## config.mk

```make
export PLATFORM = sky130hd
export DESIGN_NAME = wd_apb_mc_flat
export DESIGN_NICKNAME = d
export VERILOG_FILES = /design/src/rtl/wd_pkg.sv /design/src/rtl/wd_apb_mc_if.sv /design/src/rtl/wd_ch_regs.sv /design/src/rtl/wd_apb_mc.sv /design/src/flat_wrapper.sv
export SDC_FILE = /design/constraint.sdc
export NUM_CORES = 1
export LEC_CHECK = 0
export CAP_MARGIN = 20
export CORE_AREA = 2 2 137 139
export CTS_BUF_LIST = sky130_fd_sc_hd__clkbuf_4 sky130_fd_sc_hd__clkbuf_8
export DETAILED_ROUTE_END_ITERATION = 16
export DIE_AREA = 0 0 139 141
export GPL_TIMING_DRIVEN = 0
export PLACE_DENSITY = 0.81
export SLEW_MARGIN = 20
export SYNTH_ARGS = -nofsm -noshare
export SYNTH_HDL_FRONTEND = slang
export SYNTH_HIERARCHICAL = 1
export SYNTH_SLANG_ARGS = --single-unit
```

## constraint.sdc

```tcl
create_clock -name pclk -period 5.75 [get_ports pclk]
set_input_delay 1.15 -clock pclk [delete_from_list [all_inputs] [get_ports pclk]]
set_output_delay 1.15 -clock pclk [all_outputs]
set_load 0.05 [all_outputs]
```

## src/rtl/wd_pkg.sv

```systemverilog
// Shared constants for the multi-channel watchdog APB register block:
// register offsets, unlock/feed keys, CTRL/STATUS bit positions and the
// read-response FSM state type.
package wd_pkg;

  localparam logic [3:0]  OFF_LOAD   = 4'h0;
  localparam logic [3:0]  OFF_CTRL   = 4'h4;
  localparam logic [3:0]  OFF_FEED   = 4'h8;
  localparam logic [3:0]  OFF_STATUS = 4'hC;

  localparam logic [7:0]  ADDR_LOCK  = 8'h80;
  localparam logic [7:0]  ADDR_ID    = 8'h84;
  localparam logic [7:0]  ADDR_ERR   = 8'h88;  // first offset of the error hole

  localparam logic [31:0] LOCK_KEY   = 32'h1ACC_E551;
  localparam logic [31:0] FEED_KEY   = 32'h5A5A_A5A5;

  localparam int unsigned CTRL_IE    = 3;
  localparam int unsigned CTRL_EN    = 2;
  localparam int unsigned ST_FERR    = 1;
  localparam int unsigned ST_EXP     = 0;

  typedef enum logic {RD_IDLE, RD_RESP} rd_state_t;

endpackage

```

## src/rtl/wd_apb_mc_if.sv

```systemverilog
// APB bus bundle for wd_apb_mc.
// slave : psel/penable/pwrite/paddr/pwdata in; prdata/pready/pslverr out.
// master: mirror image, used by the bench.
interface wd_apb_mc_if;
  logic        psel;
  logic        penable;
  logic        pwrite;
  logic [7:0]  paddr;
  logic [31:0] pwdata;
  logic [31:0] prdata;
  logic        pready;
  logic        pslverr;

  modport slave  (input psel, penable, pwrite, paddr, pwdata,
                  output prdata, pready, pslverr);
  modport master (output psel, penable, pwrite, paddr, pwdata,
                  input prdata, pready, pslverr);
endinterface

```

## src/rtl/wd_ch_regs.sv

```systemverilog
// Register set of one watchdog channel: LOAD, CTRL, FEED and STATUS.
// Inputs : clk, rst (sync, high), per-register write strobes already
//          qualified by decode/lock, wdata, timeout expiry pulse.
// Outputs: load value, ie/en/mode, expired/feed_err, feed/update pulses.
module wd_ch_regs
  import wd_pkg::*;
#(
  parameter int unsigned CNT_W = 32
) (
  input  logic             clk,
  input  logic             rst,
  input  logic             we_load,
  input  logic             we_ctrl,
  input  logic             we_feed,
  input  logic             we_status,
  input  logic [31:0]      wdata,
  input  logic             timeout,
  output logic [CNT_W-1:0] load,
  output logic             ie,
  output logic             en,
  output logic [1:0]       mode,
  output logic             expired,
  output logic             feed_err,
  output logic             feed,
  output logic             update
);

  logic key_ok;
  assign key_ok = (wdata == FEED_KEY);

  always_ff @(posedge clk) begin
    if (rst) begin
      load     <= '1;
      ie       <= 1'b0;
      en       <= 1'b0;
      mode     <= 2'b10;
      expired  <= 1'b0;
      feed_err <= 1'b0;
      feed     <= 1'b0;
      update   <= 1'b0;
    end else begin
      // Pulses are re-evaluated every cycle, so they last exactly one cycle.
      update <= we_load;
      feed   <= we_feed & key_ok;
      if (we_load) load <= wdata[CNT_W-1:0];
      if (we_ctrl) begin
        ie   <= wdata[CTRL_IE];
        en   <= wdata[CTRL_EN];
        mode <= wdata[1:0];
      end
      // A set in the same cycle as a W1C clear wins.
      expired  <= timeout | (expired & ~(we_status & wdata[ST_EXP]));
      feed_err <= (we_feed & ~key_ok) | (feed_err & ~(we_status & wdata[ST_FERR]));
    end
  end

endmodule

```

## src/rtl/wd_apb_mc.sv

```systemverilog
// Multi-channel watchdog APB register block.
// Ports: pclk/prst (sync active-high reset), apb (APB slave bundle),
//        timeout[NUM_CH] in; feed/update pulses, ch_en, mode (2b/ch),
//        start_value (CNT_W/ch), irq (registered level) out.
// Writes complete with zero wait states; reads take one wait state.
module wd_apb_mc
  import wd_pkg::*;
#(
  parameter int unsigned NUM_CH = 4,
  parameter int unsigned CNT_W  = 32
) (
  input  logic                    pclk,
  input  logic                    prst,
  wd_apb_mc_if.slave              apb,
  input  logic [NUM_CH-1:0]       timeout,
  output logic [NUM_CH-1:0]       feed,
  output logic [NUM_CH-1:0]       update,
  output logic [NUM_CH-1:0]       ch_en,
  output logic [2*NUM_CH-1:0]     mode,
  output logic [NUM_CH*CNT_W-1:0] start_value,
  output logic                    irq
);

  rd_state_t   state, state_nx;
  logic        locked, rd_err_q;
  logic [31:0] prdata_q, rd_val;

  logic [2:0]  ch_idx;
  logic [3:0]  off;
  logic        ch_ok, range_err, wr, rd_start, wr_err, wr_ok;

  // Channel views padded to 8 entries so any 3-bit index is in range.
  logic [CNT_W-1:0] load_a [8];
  logic [3:0]       ctrl_a [8];
  logic [1:0]       stat_a [8];
  logic [7:0]       irq_src;

  assign ch_idx    = apb.paddr[6:4];
  assign off       = apb.paddr[3:0];
  assign ch_ok     = !apb.paddr[7] && (32'(ch_idx) < NUM_CH);
  assign range_err = (!apb.paddr[7] && !ch_ok) || (apb.paddr >= ADDR_ERR);
  assign wr        = apb.psel && apb.penable && apb.pwrite;
  assign rd_start  = apb.psel && apb.penable && !apb.pwrite && (state == RD_IDLE);
  assign wr_err    = range_err || (apb.paddr == ADDR_ID) ||
                     (locked && ch_ok && ((off == OFF_LOAD) || (off == OFF_CTRL)));
  assign wr_ok     = wr && !wr_err;

  for (genvar n = 0; n < 8; n++) begin : g_ch
    if (n < NUM_CH) begin : g_on
      logic sel, ie, en, expired, feed_err;
      logic [1:0] md;
      assign sel = wr_ok && ch_ok && (32'(ch_idx) == n);
      wd_ch_regs #(.CNT_W(CNT_W)) u_regs (
        .clk      (pclk),
        .rst      (prst),
        .we_load  (sel && (off == OFF_LOAD)),
        .we_ctrl  (sel && (off == OFF_CTRL)),
        .we_feed  (sel && (off == OFF_FEED)),
        .we_status(sel && (off == OFF_STATUS)),
        .wdata    (apb.pwdata),
        .timeout  (timeout[n]),
        .load     (load_a[n]),
        .ie       (ie),
        .en       (en),
        .mode     (md),
        .expired  (expired),
        .feed_err (feed_err),
        .feed     (feed[n]),
        .update   (update[n])
      );
      assign ctrl_a[n]                   = {ie, en, md};
      assign stat_a[n]                   = {feed_err, expired};
      assign irq_src[n]                  = ie & (expired | feed_err);
      assign ch_en[n]                    = en;
      assign mode[2*n +: 2]              = md;
      assign start_value[n*CNT_W +: CNT_W] = load_a[n];
    end else begin : g_off
      assign load_a[n]  = '0;
      assign ctrl_a[n]  = '0;
      assign stat_a[n]  = '0;
      assign irq_src[n] = 1'b0;
    end
  end

  always_comb begin
    rd_val = '0;
    if (ch_ok) begin
      case (off)
        OFF_LOAD:   rd_val[CNT_W-1:0] = load_a[ch_idx];
        OFF_CTRL:   rd_val[3:0]       = ctrl_a[ch_idx];
        OFF_STATUS: rd_val[1:0]       = stat_a[ch_idx];
        default:    rd_val            = '0;
      endcase
    end else if (apb.paddr == ADDR_LOCK) begin
      rd_val[0] = locked;
    end else if (apb.paddr == ADDR_ID) begin
      rd_val = {16'h0, 8'(NUM_CH), 8'(CNT_W)};
    end
  end

  always_comb begin
    state_nx = state;
    case (state)
      RD_IDLE: if (rd_start) state_nx = RD_RESP;
      RD_RESP: state_nx = RD_IDLE;
      default: state_nx = RD_IDLE;
    endcase
  end

  always_ff @(posedge pclk) begin
    if (prst) begin
      state    <= RD_IDLE;
      locked   <= 1'b1;
      prdata_q <= '0;
      rd_err_q <= 1'b0;
      irq      <= 1'b0;
    end else begin
      state <= state_nx;
      irq   <= |irq_src;
      if (wr && (apb.paddr == ADDR_LOCK)) locked <= (apb.pwdata != LOCK_KEY);
      if (rd_start) begin
        prdata_q <= range_err ? 32'h0 : rd_val;
        rd_err_q <= range_err;
      end
    end
  end

  // Reset gates pready so an abandoned read never completes.
  always_comb begin
    apb.pready  = 1'b0;
    apb.pslverr = 1'b0;
    if (!prst) begin
      if (wr) begin
        apb.pready  = 1'b1;
        apb.pslverr = wr_err;
      end else if ((state == RD_RESP) && apb.psel && apb.penable) begin
        apb.pready  = 1'b1;
        apb.pslverr = rd_err_q;
      end
    end
  end

  assign apb.prdata = prdata_q;

endmodule

```

## src/flat_wrapper.sv

```systemverilog
// flat-port wrapper written by rule: the top's interface ports become plain ports
module wd_apb_mc_flat import wd_pkg::*;
#(
  parameter int unsigned NUM_CH = 4,
  parameter int unsigned CNT_W  = 32
)
  (pclk, prst, timeout, feed, update, ch_en, mode, start_value, irq, apb_psel, apb_penable, apb_pwrite, apb_paddr, apb_pwdata, apb_prdata, apb_pready, apb_pslverr);
  wd_apb_mc_if apb_i ();
  input  logic pclk;
  input  logic prst;
  input  logic [NUM_CH-1:0] timeout;
  output logic [NUM_CH-1:0] feed;
  output logic [NUM_CH-1:0] update;
  output logic [NUM_CH-1:0] ch_en;
  output logic [2*NUM_CH-1:0] mode;
  output logic [NUM_CH*CNT_W-1:0] start_value;
  output logic irq;
  input wire logic [$bits(apb_i.psel)-1:0] apb_psel;
  input wire logic [$bits(apb_i.penable)-1:0] apb_penable;
  input wire logic [$bits(apb_i.pwrite)-1:0] apb_pwrite;
  input wire logic [$bits(apb_i.paddr)-1:0] apb_paddr;
  input wire logic [$bits(apb_i.pwdata)-1:0] apb_pwdata;
  output wire logic [$bits(apb_i.prdata)-1:0] apb_prdata;
  output wire logic [$bits(apb_i.pready)-1:0] apb_pready;
  output wire logic [$bits(apb_i.pslverr)-1:0] apb_pslverr;
  assign apb_i.psel = apb_psel;
  assign apb_i.penable = apb_penable;
  assign apb_i.pwrite = apb_pwrite;
  assign apb_i.paddr = apb_paddr;
  assign apb_i.pwdata = apb_pwdata;
  assign apb_prdata = apb_i.prdata;
  assign apb_pready = apb_i.pready;
  assign apb_pslverr = apb_i.pslverr;
  wd_apb_mc #(.NUM_CH(NUM_CH), .CNT_W(CNT_W)) u_core (.pclk(pclk), .prst(prst), .apb(apb_i), .timeout(timeout), .feed(feed), .update(update), .ch_en(ch_en), .mode(mode), .start_value(start_value), .irq(irq));
endmodule
```

-- Word-level counts from Yosys, hierarchy flattened
Index checks and enable logic that the tools add are counted.
- flip-flop bits (word level): 196
- input bits: 49
- output and inout port bits: 183
- word-level logic and storage cells: 170
- $lt $le $gt $ge: 3
- equality and inequality tests: 10
- mux-type cells: 25
- bitwise operators: 51
- reduce and logical (&&, ||, !) cells: 44
- operator list (cell ; count):
    $mux W32 ; 4
    $bmux W32 S3 ; 1
    $logic_and A1 B1 Y1 ; 33
    $eq A32 B31 Y1 const B ; 1
    $ne A32 B29 Y1 const B ; 1
    $and A1 B1 Y1 ; 28
    $mux W28 ; 1
    $eq A8 B8 Y1 const B ; 2
    $bmux W4 S3 ; 1
    $or A1 B1 Y1 ; 12
    $mux W11 ; 1
    $mux W10 ; 1
    $not A1 Y1 ; 10
    $eq A4 B4 Y1 const B ; 2
    $ge A8 B8 Y1 const B ; 1
    $mux W1 ; 8
    $mux W4 ; 2
    $bmux W2 S3 ; 1
    $eq A3 B2 Y1 const B ; 2
    $pmux W2 S3 ; 1
    $eq A4 B3 Y1 const B ; 1
    $ge A4 B4 Y1 const B ; 1
    $logic_not A1 Y1 ; 4
    $logic_not A4 Y1 ; 1
    9 further kinds ; 13

-- Longest topological paths before layout
- depth in word-level cells: 16
- gate-level depth with buffers: 8
- mapped depth without buffers: 6

-- Modules after synthesis
The synthesis kept the hierarchy.
- modules (own cells, without submodules) (module ; times used ; cells an instance ; area an instance (um2) ; sequential area each (um2)):
    wd_ch_regs ; 4 ; 145 ; 1575.3 ; 800.8
    wd_apb_mc ; 1 ; 252 ; 2598.7 ; 720.7

-- Worst setup path after synthesis
No wires, ideal clock.
- kind: input to output
- start point: input port prst
- end point: output port apb_pslverr
- arrival: 3510 ps
- required time: 4600 ps
- slack: 1090 ps
- stages on the path: 4
- buffers on the path: 1
- cells stage by stage: clkbuf_1 > nor3_1 > o21ai_0 > a21oi_1
- word-level cells in the longest chain between the ends: 1
- RTL lines (what ; RTL line ; text):
    start: declaration ; flat_wrapper.sv:10 ; input logic prst;
    $mux W1 ; wd_apb_mc.sv:132 ; if (!prst) begin
    end: declaration ; flat_wrapper.sv:25 ; output wire logic [$bits(apb_i.pslverr)-1:0] apb_pslverr;
No other way between the ends.

-- Final worst setup path
- start point: input port apb_paddr[2]
- end point: output port apb_pslverr
- word-level cells in the longest chain between the ends: 6
- elaborated cells between the ends (all ways): 11
- classes of those cells: order compare (1); eq/ne (2); mux (2); reduce/logical (6)
- RTL lines (what ; RTL line ; text):
    start: declaration ; flat_wrapper.sv:21 ; input wire logic [$bits(apb_i.paddr)-1:0] apb_paddr;
    $ge A8 B8 Y1 (tied with other cells) ; wd_apb_mc.sv:41 ; assign range_err = (!apb.paddr[7] && !ch_ok) || (apb.paddr >= ADDR_ERR);
    $logic_or A1 B1 Y1 (on tied branches) ; wd_apb_mc.sv:41, wd_apb_mc.sv:45 ;
    $logic_or A1 B1 Y1 or $logic_and A1 B1 Y1 (tied branches) ; wd_apb_mc.sv:44, wd_apb_mc.sv:45 ;
    $logic_or A1 B1 Y1 * ; wd_apb_mc.sv:44 ; assign wr_err = range_err || (apb.paddr == ADDR_ID) ||
    $mux W1 * ; wd_apb_mc.sv:133 ; if (wr) begin
    $mux W1 * ; wd_apb_mc.sv:132 ;
Mark *: on every way between the ends. The rest lies on a longest branch, timed or not.

==> impl_metrics.ini <==
[setup_path]
rrSetupSlack_ns = 3.53
crit_chain = clkdlybuf4s50_1 > nor3b_1 > nand2b_1 > a22oi_1 > a21oi_1 > clkdlybuf4s50_1
endpoint = apb_pslverr
r2r_cells = 6
critical_path_buf_inv_count = 2
cp_num_cells = 6
cp_top_family = buffers and inverters
reg2reg_from = u_core/locked$_SDFFE_PP1P_
cp-startpoint = apb_paddr[2]
cpMostUsedCell = clkdlybuf4s50_1
slowest_delay_ns = 0.81
critPathCaptureType = output pin
slowest_stage = clkdlybuf4s50_1
crit_type = in2out
critPathLaunchType = input pin
critPathMaxFanout = 5
rr_endpoint = u_core/g_ch[3].g_on.u_regs/load[1]$_SDFFE_PP1P_
arrival_ns = 3.51
required_ns = 4.60

[yosys]
synth_edf_count = 0
synth_ff_type = dfxtp_1
seq_area_frac_synth_pct = 44.09
synth_mux_area_share_pct = 11.18
synth-simple-area-share_pct = 22.09
synth_top_area_share_pct = 44.09
syn_avg_cell_area_um2 = 10.70
synth_fp_nets = 881
synth_top_family_by_area = simple AND/OR/NAND/NOR gates
synth_compound_area_share_pct = 17.52
netlist_instances = 832
synthArstFlopShare_pct = 0
synth_xor_area_share_pct = 0
yosysUniqueCellTypes = 41
synth_adder_area_share_pct = 0
synth.area.top_cells = dfxtp_1 44%, a211o_1 13%, nor2b_1 9.6%
synth-warning-count = 6
netlist_area_um2 = 8900
synth.largest_area_cell = dfxtp_1
synth-seq-cells = 196

[placed_design]
port_buffers = 229
gp_congestion = 0.9167
dp_hpwl_um = 21960

[floorplan]
num_rows = 50
initial_core_util_pct = 48.72
die_area_um2 = 19600
fp.coreArea_um2 = 18270
dieHeight_um = 141
ios = 232
die_w_um = 139

[pwr]
power_leakage_nw = 4.018
p_sw_w = 0.0006111
swShare_pct = 24.45
p_comb_share_pct = 7.2
seq_power_share_pct = 54.5
p_int_w = 0.001888
p_per_area_nw_per_um2 = 209.8
total_power_w = 0.002499
ir_drop_uv = 155.1
p_clk_share_pct = 38.3

[timing]
clock_skew_ns = 0.009124
rsz0062_at_grt = false
tns_ns = 0
final-setup-viol-count = 0
achievable-frequency_mhz = 214.4
worst_pin_slew_ns = 0.8804
drv_slew = 0
relSlewSlack_pct = 41.31
fin_crit_sh_pct = 81.11
hold_viol = 0
finalCriticalPeriod_ns = 4.664

[drt]
via_per_inst = 6.078
drtIter0Drc = 866
wirelength_um = 30770
wl_per_cell_um = 23.19
vias = 8066
dr.pass1.iters = 5
remaining_drc_errors = 0
postRouteAntennaNets = 0

[clock_network]
cts_max_level = 4
postCtsSetupBuffers = 0
postCtsHoldBufs = 0
cts.path.max_buffers = 2
cts-root-buf = clkbuf_8
clkTransAtPathRegs_ns = 0.10
clock_sinks = 196
cts_tree = built
insertion_delay_ns = 0.48
cts_buffers = 17
cts-resized-gates = 0

[global_routing]
grt_pass1_vias = 7826
grt_max_degree = 18
use_met2_pct = 49.18
antenna_found_initial = 0
use_met3_pct = 7.677
grt.overflow.total = 0
grt_busiest_layer = met2
grt_first_pass_wirelength_um = 46270
grt_util_all_layers_pct = 30.77
use_met1_pct = 40.45

[min_path]
hold_start = u_core/apb.prdata[5]$_SDFFE_PP0P_
hold_path_class = reg2reg

[finish]
layout-drive-gt1-share_pct = 12.18
area_growth_pct = 33.84
fin_nets = 1129

[job]
drv_cap = 0

[outcome]
status = complete, no violations
==> layout by cell type, fill, tap and decap left out, types with 7 or more instances in the layout <==
cell type / instances
a22oi_1: 28
nand4_1: 14
nor2b_1: 137
nand2b_1: 7
clkbuf_1: 30
buf_2: 14
clkdlybuf4s50_1: 229
mux4_2: 36
nor3_1: 12
dfxtp_1: 196
nand2_1: 29
and4bb_2: 13
a211o_1: 128
o21ai_0: 7
clkbuf_8: 20
nor2_1: 68
nor4bb_1: 12
a21oi_1: 9
mux2i_1: 12
buf_6: 18
==> synth_stat cells (13+ instances only) <==
| cell | count |
|---|---|
| dfxtp_1 | 196 |
| nor2b_1 | 137 |
| a211o_1 | 128 |
| nor2_1 | 68 |
| mux4_2 | 36 |
| clkbuf_1 | 30 |
| nand2_1 | 29 |
| a22oi_1 | 28 |
| buf_6 | 18 |
| buf_2 | 14 |
| nand4_1 | 14 |
| and4bb_2 | 13 |
==> tightest hold or removal path, stage by stage (launching register included) <==
cell and delay [ns]:
dfxtp_1 0.34, nand2_1 0.05, o21ai_0 0.05
==> state kept, by name, indices dropped and copies added, names as in the netlist <==
name                              flops
u_core/g_ch.g_on.u_regs/mode          8
u_core/irq                            1
u_core/state                          1
u_core/apb.prdata                    32
u_core/g_ch.g_on.u_regs/en            4
u_core/g_ch.g_on.u_regs/load        128
u_core/g_ch.g_on.u_regs/expired       4
u_core/locked                         1
u_core/g_ch.g_on.u_regs/update        4
u_core/g_ch.g_on.u_regs/feed_err      4
u_core/g_ch.g_on.u_regs/ie            4
u_core/g_ch.g_on.u_regs/feed          4
u_core/rd_err_q                       1
==> layer usage <==
metal | vias up | wire, um
met3 | 64 | 3065
met1 | 3945 | 12370
met4 | 0 | 877
li1 | 3594 | -
met2 | 463 | 14460
met5 | - | 0
==> cell families (layout without fill, tap and decap cells) <==
kind of cell | count (synthesis) | in the layout
and+or+nand+nor | 320 | 320
other | 0 | 1
AOI/OAI and AO/OA | 190 | 190
DFF | 196 | 196
buffers and inverters | 75 | 335
muxes | 51 | 51
==> power by group through the flow <==
stage          combinational, W  sequential [W]  clock, W
3_5_place_dp           0.000176         0.00139         0
4_1_cts                0.000177         0.00136  0.000963
3_3_place_gp           0.000174         0.00139         0
6_report               0.000181         0.00136  0.000957
2_1_floorplan         0.0000712         0.00140         0
5_1_grt                0.000189         0.00136   0.00102
==> worst min-delay path by stage <==
| stage | to | slack [ns] | cells after the start |
|---|---|---|---|
| floorplan | u_core/g_ch[2].g_on.u_regs/feed_err$_SDFF_PP0_ | 0.45 | 2 |
| global placement | u_core/apb.prdata[5]$_SDFFE_PP0P_ | 0.44 | 2 |
| detailed placement | u_core/apb.prdata[10]$_SDFFE_PP0P_ | 0.45 | 2 |
| CTS | u_core/apb.prdata[10]$_SDFFE_PP0P_ | 0.47 | 2 |
| global route | u_core/apb.prdata[5]$_SDFFE_PP0P_ | 0.49 | 2 |
| finish | u_core/apb.prdata[5]$_SDFFE_PP0P_ | 0.47 | 2 |
==> area by class of cell <==
type	instances	area [um2]
Antenna cell	1	2.502
Buffer	73	449.2
Clock buffer	20	275.3
Clock inverter	11	148.9
Fill cell	1464	6356
Inverter	2	7.507
Multi-Input combinational cell	561	4519
Sequential cell	196	3924
Tap cell	234	292.8
Timing Repair Buffer	229	2292
==> per-stage QoR <==
stage          utilization, %  area [um2]  hold WS (ns)  std cells  worst slack, ns
2_1_floorplan               -        8900        0.4528        832            1.090
4_1_cts                 65.19       11910        0.4706       1326            1.123
3_5_place_dp            62.87       11480        0.4477       1295            1.133
3_3_place_gp            62.87       11480        0.4450       1295            1.128
6_report                65.21       11910        0.4674       1327            1.086
5_1_grt                 65.19       11910        0.4885       1326           0.9869
No activity file was read; power rests on OpenSTA's default activity.
